===== config.mk =====
export PLATFORM = sky130hd
export DESIGN_NAME = dadda_cmp4_mult_pipe
export DESIGN_NICKNAME = d
export VERILOG_FILES = /design/src/rtl/cmp4_mult_pkg.sv /design/src/rtl/cmp4_reduce_tree.sv /design/src/rtl/dadda_cmp4_mult_pipe.sv
export SDC_FILE = /design/constraint.sdc
export NUM_CORES = 1
export LEC_CHECK = 0
export BUFFER_PORTS_ARGS = -buffer_cell sky130_fd_sc_hd__clkbuf_2
export CAP_MARGIN = 20
export CORE_MARGIN = 2
export CORE_UTILIZATION = 40
export DETAILED_ROUTE_END_ITERATION = 10
export PLACE_DENSITY = 0.66
export SYNTH_ARGS = -nofsm -noshare
export SYNTH_HDL_FRONTEND = slang
export SYNTH_SLANG_ARGS = --single-unit

===== constraint.sdc =====
create_clock -name clk -period 5.25 [get_ports clk]
set_input_delay 1.05 -clock clk [delete_from_list [all_inputs] [get_ports clk]]
set_output_delay 1.05 -clock clk [all_outputs]
set_load 0.005 [all_outputs]

===== src/rtl/cmp4_mult_pkg.sv =====
// Shared types and helpers for the pipelined cmp4 Dadda multiplier.
// approx_mult is the golden reference for approximate/exact products.
package cmp4_mult_pkg;

    typedef enum logic {
        MODE_EXACT  = 1'b0,
        MODE_APPROX = 1'b1
    } mode_e;

    function automatic int pw(input int width);
        return 2 * width;
    endfunction

    // Columns below k collapse to the OR of their bits; columns at or above k add exactly.
    function automatic logic [31:0] approx_mult(input logic [15:0] a, input logic [15:0] b, input int k);
        logic [31:0] hi;
        logic [31:0] lo;
        hi = 32'd0;
        lo = 32'd0;
        for (int i = 0; i < 16; i++) begin
            for (int j = 0; j < 16; j++) begin
                if ((a[j] & b[i]) == 1'b1) begin
                    if (i + j >= k) begin
                        hi = hi + (32'd1 << (i + j));
                    end else begin
                        lo[i+j] = 1'b1;
                    end
                end
            end
        end
        return hi | lo;
    endfunction

endpackage


===== src/rtl/cmp4_reduce_tree.sv =====
// Combinational partial-product reduction to sum/carry rows using
// row-wise 4:2 compressors and full-adder CSAs, with an OR-only low region.
module cmp4_reduce_tree
    import cmp4_mult_pkg::*;
#(
    parameter int WIDTH       = 8,
    parameter int APPROX_COLS = 8
) (
    input  logic [WIDTH-1:0]     a,
    input  logic [WIDTH-1:0]     b,
    input  logic                 approx_en,
    output logic [2*WIDTH-1:0]   sum_row,
    output logic [2*WIDTH-1:0]   carry_row
);

    localparam int PW = pw(WIDTH);
    localparam logic [PW-1:0] LOW_MASK = (APPROX_COLS == 0) ? {PW{1'b0}}
                                         : ({PW{1'b1}} >> (PW - APPROX_COLS));

    function automatic logic [PW-1:0] maj(input logic [PW-1:0] x, input logic [PW-1:0] y,
                                          input logic [PW-1:0] z);
        return (x & y) | (x & z) | (y & z);
    endfunction

    // Returns {carry, sum}; the inner carry feeds the second adder one column up.
    function automatic logic [2*PW-1:0] c42(input logic [PW-1:0] x1, input logic [PW-1:0] x2,
                                            input logic [PW-1:0] x3, input logic [PW-1:0] x4);
        logic [PW-1:0] s1;
        logic [PW-1:0] cin;
        s1  = x1 ^ x2 ^ x3;
        cin = maj(x1, x2, x3) << 1;
        return {maj(s1, x4, cin) << 1, s1 ^ x4 ^ cin};
    endfunction

    function automatic logic [2*PW-1:0] csa(input logic [PW-1:0] x, input logic [PW-1:0] y,
                                            input logic [PW-1:0] z);
        return {maj(x, y, z) << 1, x ^ y ^ z};
    endfunction

    logic [PW-1:0] rows_s [WIDTH];
    logic [PW-1:0] nxt_s  [WIDTH];
    logic [PW-1:0] pp_s;
    logic [PW-1:0] or_bits_s;
    int            n_s;
    int            m_s;
    int            idx_s;

    // Build masked partial-product rows, then compress level by level down to two rows.
    always_comb begin
        or_bits_s = {PW{1'b0}};
        pp_s      = {PW{1'b0}};
        n_s       = WIDTH;
        m_s       = 0;
        idx_s     = 0;
        for (int i = 0; i < WIDTH; i++) begin
            pp_s = PW'(a & {WIDTH{b[i]}}) << i;
            if (approx_en) begin
                rows_s[i] = pp_s & ~LOW_MASK;
                or_bits_s = or_bits_s | (pp_s & LOW_MASK);
            end else begin
                rows_s[i] = pp_s;
            end
            nxt_s[i] = {PW{1'b0}};
        end
        for (int lvl = 0; lvl < WIDTH; lvl++) begin
            if (n_s > 2) begin
                m_s   = 0;
                idx_s = 0;
                for (int i = 0; i < WIDTH; i++) begin
                    nxt_s[i] = {PW{1'b0}};
                end
                for (int g = 0; g < WIDTH; g++) begin
                    if (idx_s + 4 <= n_s) begin
                        {nxt_s[m_s+1], nxt_s[m_s]} = c42(rows_s[idx_s], rows_s[idx_s+1],
                                                         rows_s[idx_s+2], rows_s[idx_s+3]);
                        idx_s = idx_s + 4;
                        m_s   = m_s + 2;
                    end else if (idx_s + 3 == n_s) begin
                        {nxt_s[m_s+1], nxt_s[m_s]} = csa(rows_s[idx_s], rows_s[idx_s+1],
                                                         rows_s[idx_s+2]);
                        idx_s = idx_s + 3;
                        m_s   = m_s + 2;
                    end else if (idx_s < n_s) begin
                        nxt_s[m_s] = rows_s[idx_s];
                        idx_s = idx_s + 1;
                        m_s   = m_s + 1;
                    end else begin
                        m_s = m_s;
                    end
                end
                rows_s = nxt_s;
                n_s    = m_s;
            end else begin
                n_s = n_s;
            end
        end
        // Low columns of both rows are zero here, so the OR bits merge without carries.
        sum_row   = rows_s[0] | or_bits_s;
        carry_row = rows_s[1];
    end

endmodule


===== src/rtl/dadda_cmp4_mult_pipe.sv =====
// Two-stage valid/ready multiplier: stage 1 registers the reduced rows,
// stage 2 registers the carry-propagate sum.
module dadda_cmp4_mult_pipe
    import cmp4_mult_pkg::*;
#(
    parameter int WIDTH       = 8,
    parameter int APPROX_COLS = 8
) (
    input  logic                 clk,
    input  logic                 rst_n,
    input  logic                 in_valid,
    output logic                 in_ready,
    input  logic [WIDTH-1:0]     in_a,
    input  logic [WIDTH-1:0]     in_b,
    input  logic                 in_approx,
    output logic                 out_valid,
    input  logic                 out_ready,
    output logic [2*WIDTH-1:0]   out_p,
    output logic                 out_approx
);

    localparam int PW = pw(WIDTH);

    logic          v1_r;
    logic          v2_r;
    logic [PW-1:0] s1_sum_r;
    logic [PW-1:0] s1_carry_r;
    logic          s1_approx_r;
    logic [PW-1:0] p_r;
    logic          approx_r;
    logic [PW-1:0] sum_s;
    logic [PW-1:0] carry_s;
    logic          adv2_s;
    logic          approx_en_s;

    assign approx_en_s = (in_approx == MODE_APPROX);
    assign adv2_s      = !v2_r || out_ready;
    assign in_ready    = !v1_r || adv2_s;
    assign out_valid   = v2_r;
    assign out_p       = p_r;
    assign out_approx  = approx_r;

    cmp4_reduce_tree #(
        .WIDTH       (WIDTH),
        .APPROX_COLS (APPROX_COLS)
    ) u_reduce (
        .a         (in_a),
        .b         (in_b),
        .approx_en (approx_en_s),
        .sum_row   (sum_s),
        .carry_row (carry_s)
    );

    // Stage 1: capture reduced rows whenever the stage is free or moving on.
    always_ff @(posedge clk or negedge rst_n) begin
        if (!rst_n) begin
            v1_r        <= 1'b0;
            s1_sum_r    <= {PW{1'b0}};
            s1_carry_r  <= {PW{1'b0}};
            s1_approx_r <= 1'b0;
        end else if (in_ready) begin
            v1_r <= in_valid;
            if (in_valid) begin
                s1_sum_r    <= sum_s;
                s1_carry_r  <= carry_s;
                s1_approx_r <= in_approx;
            end
        end
    end

    // Stage 2: final add, held while the consumer stalls.
    always_ff @(posedge clk or negedge rst_n) begin
        if (!rst_n) begin
            v2_r     <= 1'b0;
            p_r      <= {PW{1'b0}};
            approx_r <= 1'b0;
        end else if (adv2_s) begin
            v2_r <= v1_r;
            if (v1_r) begin
                p_r      <= s1_sum_r + s1_carry_r;
                approx_r <= s1_approx_r;
            end
        end
    end

endmodule


# Yosys cells after proc, flatten, opt, wreduce, memory -nomap -nowiden
# Cells that the tools add are included.
[totals]
ff_bits = 51
[op_classes]
reduce_logical = 6
n_addsub = 1
mux = 16
bitwise_logic = 58
[op_table]
columns = ["cell", "n"]
rows = [
  ["$or 15x15->15", 12],
  ["$and 15x15->15", 10],
  ["$mux 16", 7],
  ["$or 16x8->16", 7],
  ["$xor 16x16->16", 6],
  ["$mux 8", 9],
  ["$and 8x8->8", 8],
  ["$add 16x16->16", 1],
  ["$or 16x16->16", 1],
  ["$xor 16x10->16", 1],
  ["$xor 16x11->16", 1],
  ["$xor 16x14->16", 1],
  ["$xor 16x15->16", 1],
  ["$and 11x15->15", 1],
  ["$and 15x11->15", 1],
  ["$and 12x14->14", 1],
  ["$and 13x14->14", 1],
  ["$and 12x13->13", 1],
  ["$xor 12x13->13", 1],
  ["$and 8x10->10", 1],
  ["$and 9x10->10", 1],
  ["$and 8x9->9", 1],
  ["$xor 8x9->9", 1],
  ["$reduce_and 2->1", 2],
  ["other kinds (2)", 4],
]

# Logic depth before layout (Yosys ltp)
[logic_depth]
depth_word = 17
ltp_mapped = 12

# By module
# Synthesis repeated with hierarchy kept, for this count alone.
[unflattened]
cells_unflattened = 422
area_unflattened_um2 = 4371.7
[by_module_without_submodules]
columns = ["mod", "area_per_inst_um2", "cells_per_inst", "n_inst"]
rows = [
  ["dadda_cmp4_mult_pipe", 2606.2, 227, 1],
  ["cmp4_reduce_tree", 1765.4, 195, 1],
]

# Least setup slack after synthesis
# No wires, ideal clock.
[synth_path]
path_kind = "input to register"
from = "input in_b[0]"
to = "register s1_carry_r[8]"
path_stages = 10
arrival_time_ps = 3779
t_required_ps = 5122
path_slack_ps = 1343
path_buffers = 1
path_cell_list = "clkbuf_1 nor2b_1 and2_1 fa_1 fa_1 inv_1 fa_1 inv_1 fa_1 mux2_1"
[synth_via]
elab_chain_cells = 14
elab_cells_between_ends = 27
[synth_lines]
columns = ["item", "line", "text"]
rows = [
  ["start, declared", "dadda_cmp4_mult_pipe.sv:14", "input logic [WIDTH-1:0] in_b,"],
  ["$and 8x8->8 *", "cmp4_reduce_tree.sv:56", "pp_s = PW'(a & {WIDTH{b[i]}}) << i;"],
  ["$mux 8 *", "cmp4_reduce_tree.sv:57", "if (approx_en) begin"],
  ["$and 8x9->9 / $and 8x10->10 (equally long branches)", "cmp4_reduce_tree.sv:22", "return (x & y) | (x & z) | (y & z);"],
  ["$or 15x15->15 (2 in a row)", "cmp4_reduce_tree.sv:22", ""],
  ["$and 15x15->15", "cmp4_reduce_tree.sv:22", ""],
  ["$or 15x15->15 (2 in a row)", "cmp4_reduce_tree.sv:22", ""],
  ["$and 15x15->15", "cmp4_reduce_tree.sv:22", ""],
  ["$or 15x15->15 (2 in a row)", "cmp4_reduce_tree.sv:22", ""],
  ["$and 15x15->15", "cmp4_reduce_tree.sv:22", ""],
  ["$or 15x15->15", "cmp4_reduce_tree.sv:22", ""],
  ["$or 15x15->15 *", "cmp4_reduce_tree.sv:22", ""],
  ["net carry_s[8]", "dadda_cmp4_mult_pipe.sv:32", "logic [PW-1:0] carry_s;"],
  ["end signal, assigned", "dadda_cmp4_mult_pipe.sv:59", "s1_carry_r <= {PW{1'b0}};"],
  ["end signal, assigned", "dadda_cmp4_mult_pipe.sv:65", "s1_carry_r <= carry_s;"],
  ["end, declared", "dadda_cmp4_mult_pipe.sv:27", "logic [PW-1:0] s1_carry_r;"],
]
# Mark *: on every way through the listed nets, which the timed path passes. The rest lies on a longest branch.
# A chain may end at the register's enable or synchronous reset.

# Final worst setup path
[layout_path]
from = "input in_approx"
to = "register s1_sum_r[7]"
[layout_via]
elab_chain_cells = 16
elab_cells_between_ends = 61
[layout_lines]
columns = ["item", "line", "text"]
rows = [
  ["start, declared", "dadda_cmp4_mult_pipe.sv:15", "input logic in_approx,"],
  ["$mux 8", "cmp4_reduce_tree.sv:57", ""],
  ["$or 16x8->16", "cmp4_reduce_tree.sv:59", "or_bits_s = or_bits_s | (pp_s & LOW_MASK);"],
  ["$mux 16", "cmp4_reduce_tree.sv:57", ""],
  ["$or 16x8->16", "cmp4_reduce_tree.sv:59", ""],
  ["$mux 16", "cmp4_reduce_tree.sv:57", ""],
  ["$or 16x8->16", "cmp4_reduce_tree.sv:59", ""],
  ["$mux 16", "cmp4_reduce_tree.sv:57", ""],
  ["$or 16x8->16", "cmp4_reduce_tree.sv:59", ""],
  ["$mux 16", "cmp4_reduce_tree.sv:57", ""],
  ["$or 16x8->16", "cmp4_reduce_tree.sv:59", ""],
  ["$mux 16", "cmp4_reduce_tree.sv:57", ""],
  ["$or 16x8->16", "cmp4_reduce_tree.sv:59", ""],
  ["$mux 16", "cmp4_reduce_tree.sv:57", ""],
  ["$or 16x8->16", "cmp4_reduce_tree.sv:59", ""],
  ["$mux 16", "cmp4_reduce_tree.sv:57", ""],
  ["$or 16x16->16 *", "cmp4_reduce_tree.sv:98", "sum_row = rows_s[0] | or_bits_s;"],
  ["end signal, assigned", "dadda_cmp4_mult_pipe.sv:58", "s1_sum_r <= {PW{1'b0}};"],
  ["end signal, assigned", "dadda_cmp4_mult_pipe.sv:64", "s1_sum_r <= sum_s;"],
  ["end, declared", "dadda_cmp4_mult_pipe.sv:26", "logic [PW-1:0] s1_sum_r;"],
]
# Mark *: on every way between the ends. The rest lies on a longest branch, timed or not.

==> results.yml <==
detailed_routing:
  via_per_inst: 5.17
  antenna_left: 0
  drc: 0
  vias: 2801
  wl_per_cell_um: 14.3
  drt_wl_total_um: 7760
  drt_iter0_drc: 91
  firstDrtPassIters: 4
synth:
  yosysWarnings: 0
  ys_seq_elements: 46
  yosysMostFrequentCell: "and2_1"
  synth_edf_count: 0
  ys_async_sr_fraction_pct: 100
  synth_cells: 384
  syn_avg_cell_area_um2: 10.0
  synth_area_leaders: "dfrtp_1, fa_1, and2_1, ha_1, nand2_1"
  synth_common_cells: "and2_1, nand2_1, dfrtp_1"
  ys.flop_type: "dfrtp_1"
  synth_seq_area_share_pct: 29.9
  synth_nets: 467
  synth_top_area_cell: "dfrtp_1"
  synth_area_um2: 3840
  synth_top_area_share_pct: 29.9
  synth_cell_types: 46
placement:
  place_worst_setup_slack_ns: 1.09
  io_buffer_count: 39
  hpwl_um: 6000
  place_congestion: 0.859
setup_path:
  cp_slowest_cell: "fa_1"
  cp_top_family: "adder cells"
  r2r_cells: 8
  crit_top_cell: "fa_1"
  crit_arrival_ns: 3.99
  end_kind: "register"
  critPathKind: "in2reg"
  critPathRequiredTime_ns: 5.40
  cp_cell_sequence: "clkbuf_2 -> nor2b_1 -> and2_1 -> fa_1 -> fa_1 -> inv_1 -> fa_1 -> inv_1 -> fa_1 -> a21oi_1 -> o21ai_0"
  critPathLaunchType: "input pin"
  timing.rr.end: "out_p[13]$_DFFE_PN0P_"
  cp_max_fo: 17
  critPathBufInv: 3
  r2r-start: "s1_carry_r[5]$_DFFE_PN0P_"
  worst-r2r-setup-slack_ns: 3.16
  max_stage_delay_ns: 0.49
flow_run:
  cap_violations: 0
sta:
  fin_worst_skew_ns: 0.00583
  report.final.slew_viol_count: 0
  worst_slew_pin_slew_ns: 0.683
  fin_ws_ns: 1.42
  rsz0062_at_grt: "no"
  fmax_mhz: 261
  setup_viol: 0
  hold_violations: 0
  worst_hold_slack_ns: 0.479
  fin_crit_sh_pct: 73.0
  finalCriticalPeriod_ns: 3.83
  slew_headroom_pct: 54.3
  fin_tns_setup_ns: 0
grt:
  gr-usage-all-layers_pct: 16.0
  grt_pass1_wl_um: 13100
  antenna_found_initial: 0
  first_global_vias: 2782
  grt_max_degree: 47
  grt.overflow.total: 0
clock_network:
  clkLatencyLatePin_ns: 0.30
  clock-sinks: 46
  clockRootBuffer: "clkbuf_8"
  cts_buffers: 5
  ctsResizeCount: 0
  clockBufferDepth: 2
  htreeDepth: 2
  cts.clk_slew.worst_paths_ns: 0.08
  postCtsSetupBuffers: 0
  cts_hold_repair.buffers: 0
  cts_tree: "yes"
run_status:
  status: "finished, final reports clean"
die:
  ioPinCount: 40
  chipHeight_um: 102
  core_area_um2: 9280
  die_area_um2: 10400
  placementRows: 35
  fp.dieW_um: 102
  start_util_pct: 41.4
final_layout:
  drive_gt1_share_pct: 14.8
  diodes: 0
  syn_to_final_growth_pct: 10.3
  finalNetCount: 495
pwr:
  vdd_drop_max_v: 0.000183
  power.leakage_nw: 2.10
  power.density_nw_per_um2: 302
hold_path:
  hold-path-endpoint: "out_p[4]$_DFFE_PN0P_"
  hold_class: "reg2reg"
  hp-start: "s1_sum_r[4]$_DFFE_PN0P_"
  whs_path_depth: 2
registers in the layout, indices dropped and copies added (netlist names):
| register | count |
|---|---|
| v1_r | 1 |
| out_valid | 1 |
| s1_carry_r | 11 |
| s1_approx_r | 1 |
| s1_sum_r | 15 |
| out_p | 16 |
| out_approx | 1 |
per-layer routing:
layer  wire (um)  track usage, %
met2        3870            26.7
met5           0               0
met4         121            4.31
met1        3420            21.6
met3         349            2.80
placed cells by master (no fill, tap or decap), drive strengths merged, types with 3 or more instances in the layout:
cell,n
nor2,5
a222oi,3
ha,23
nor3,3
clkbuf,46
nand2,53
nand3,5
xor2,3
o21ai,14
mux2,19
fa,39
inv,31
and2,55
o211ai,4
nand4,5
nand2b,6
dfrtp,46
a22oi,10
nor2b,8
a21oi,15
kinds of logic after synthesis:
| family | after synthesis | synth area share [%] |
|---|---|---|
| flops | 46 | 29.9 |
| compound gates | 60 | 10.9 |
| buf+inv | 50 | 5.27 |
| simple gates | 143 | 19.6 |
| fa+ha+maj | 62 | 27.8 |
| mux | 19 | 5.56 |
| xor+xnor | 4 | 0.911 |
worst min-delay path: stages (launching register included):
cell     delay [ns]
dfrtp_1        0.35
nand2_1        0.05
nand2_1        0.05
report_power, final:
| part | switching [mW] | internal (mW) |
|---|---|---|
| registers | 0.0532 | 0.449 |
| logic | 0.291 | 0.231 |
| clock network | 0.113 | 0.142 |
worst max-delay path by stage:
stage | depth (start not counted) | endpoint | slack, ns | from
6_report | 11 | s1_sum_r[7]$_DFFE_PN0P_ | 1.42 | in_approx
5_1_grt | 11 | s1_sum_r[7]$_DFFE_PN0P_ | 1.28 | in_approx
4_1_cts | 11 | s1_sum_r[7]$_DFFE_PN0P_ | 1.42 | in_approx
3_5_place_dp | 11 | s1_sum_r[7]$_DFFE_PN0P_ | 1.09 | in_approx
3_3_place_gp | 11 | s1_sum_r[7]$_DFFE_PN0P_ | 1.15 | in_approx
2_1_floorplan | 10 | s1_carry_r[8]$_DFFE_PN0P_ | 1.34 | in_b[0]
layout make-up:
cell class	count	area, um^2
fill	933	5040
multi-input combinational	288	2490
sequential	46	1150
timing repair buffer	40	215
tap	129	161
inverter	31	116
clock buffer	7	76.3
clock inverter	1	30.0
metrics by stage:
stage	util [%]	cells	area (um^2)	power (mW)
floorplan	-	384	3840	0.884
global placement	44.3	533	4120	1.02
detailed placement	44.3	533	4120	1.04
CTS	45.5	541	4220	1.30
global route	45.7	542	4240	1.39
finish	45.7	542	4240	1.28
Power figures use the tool's default switching activity.
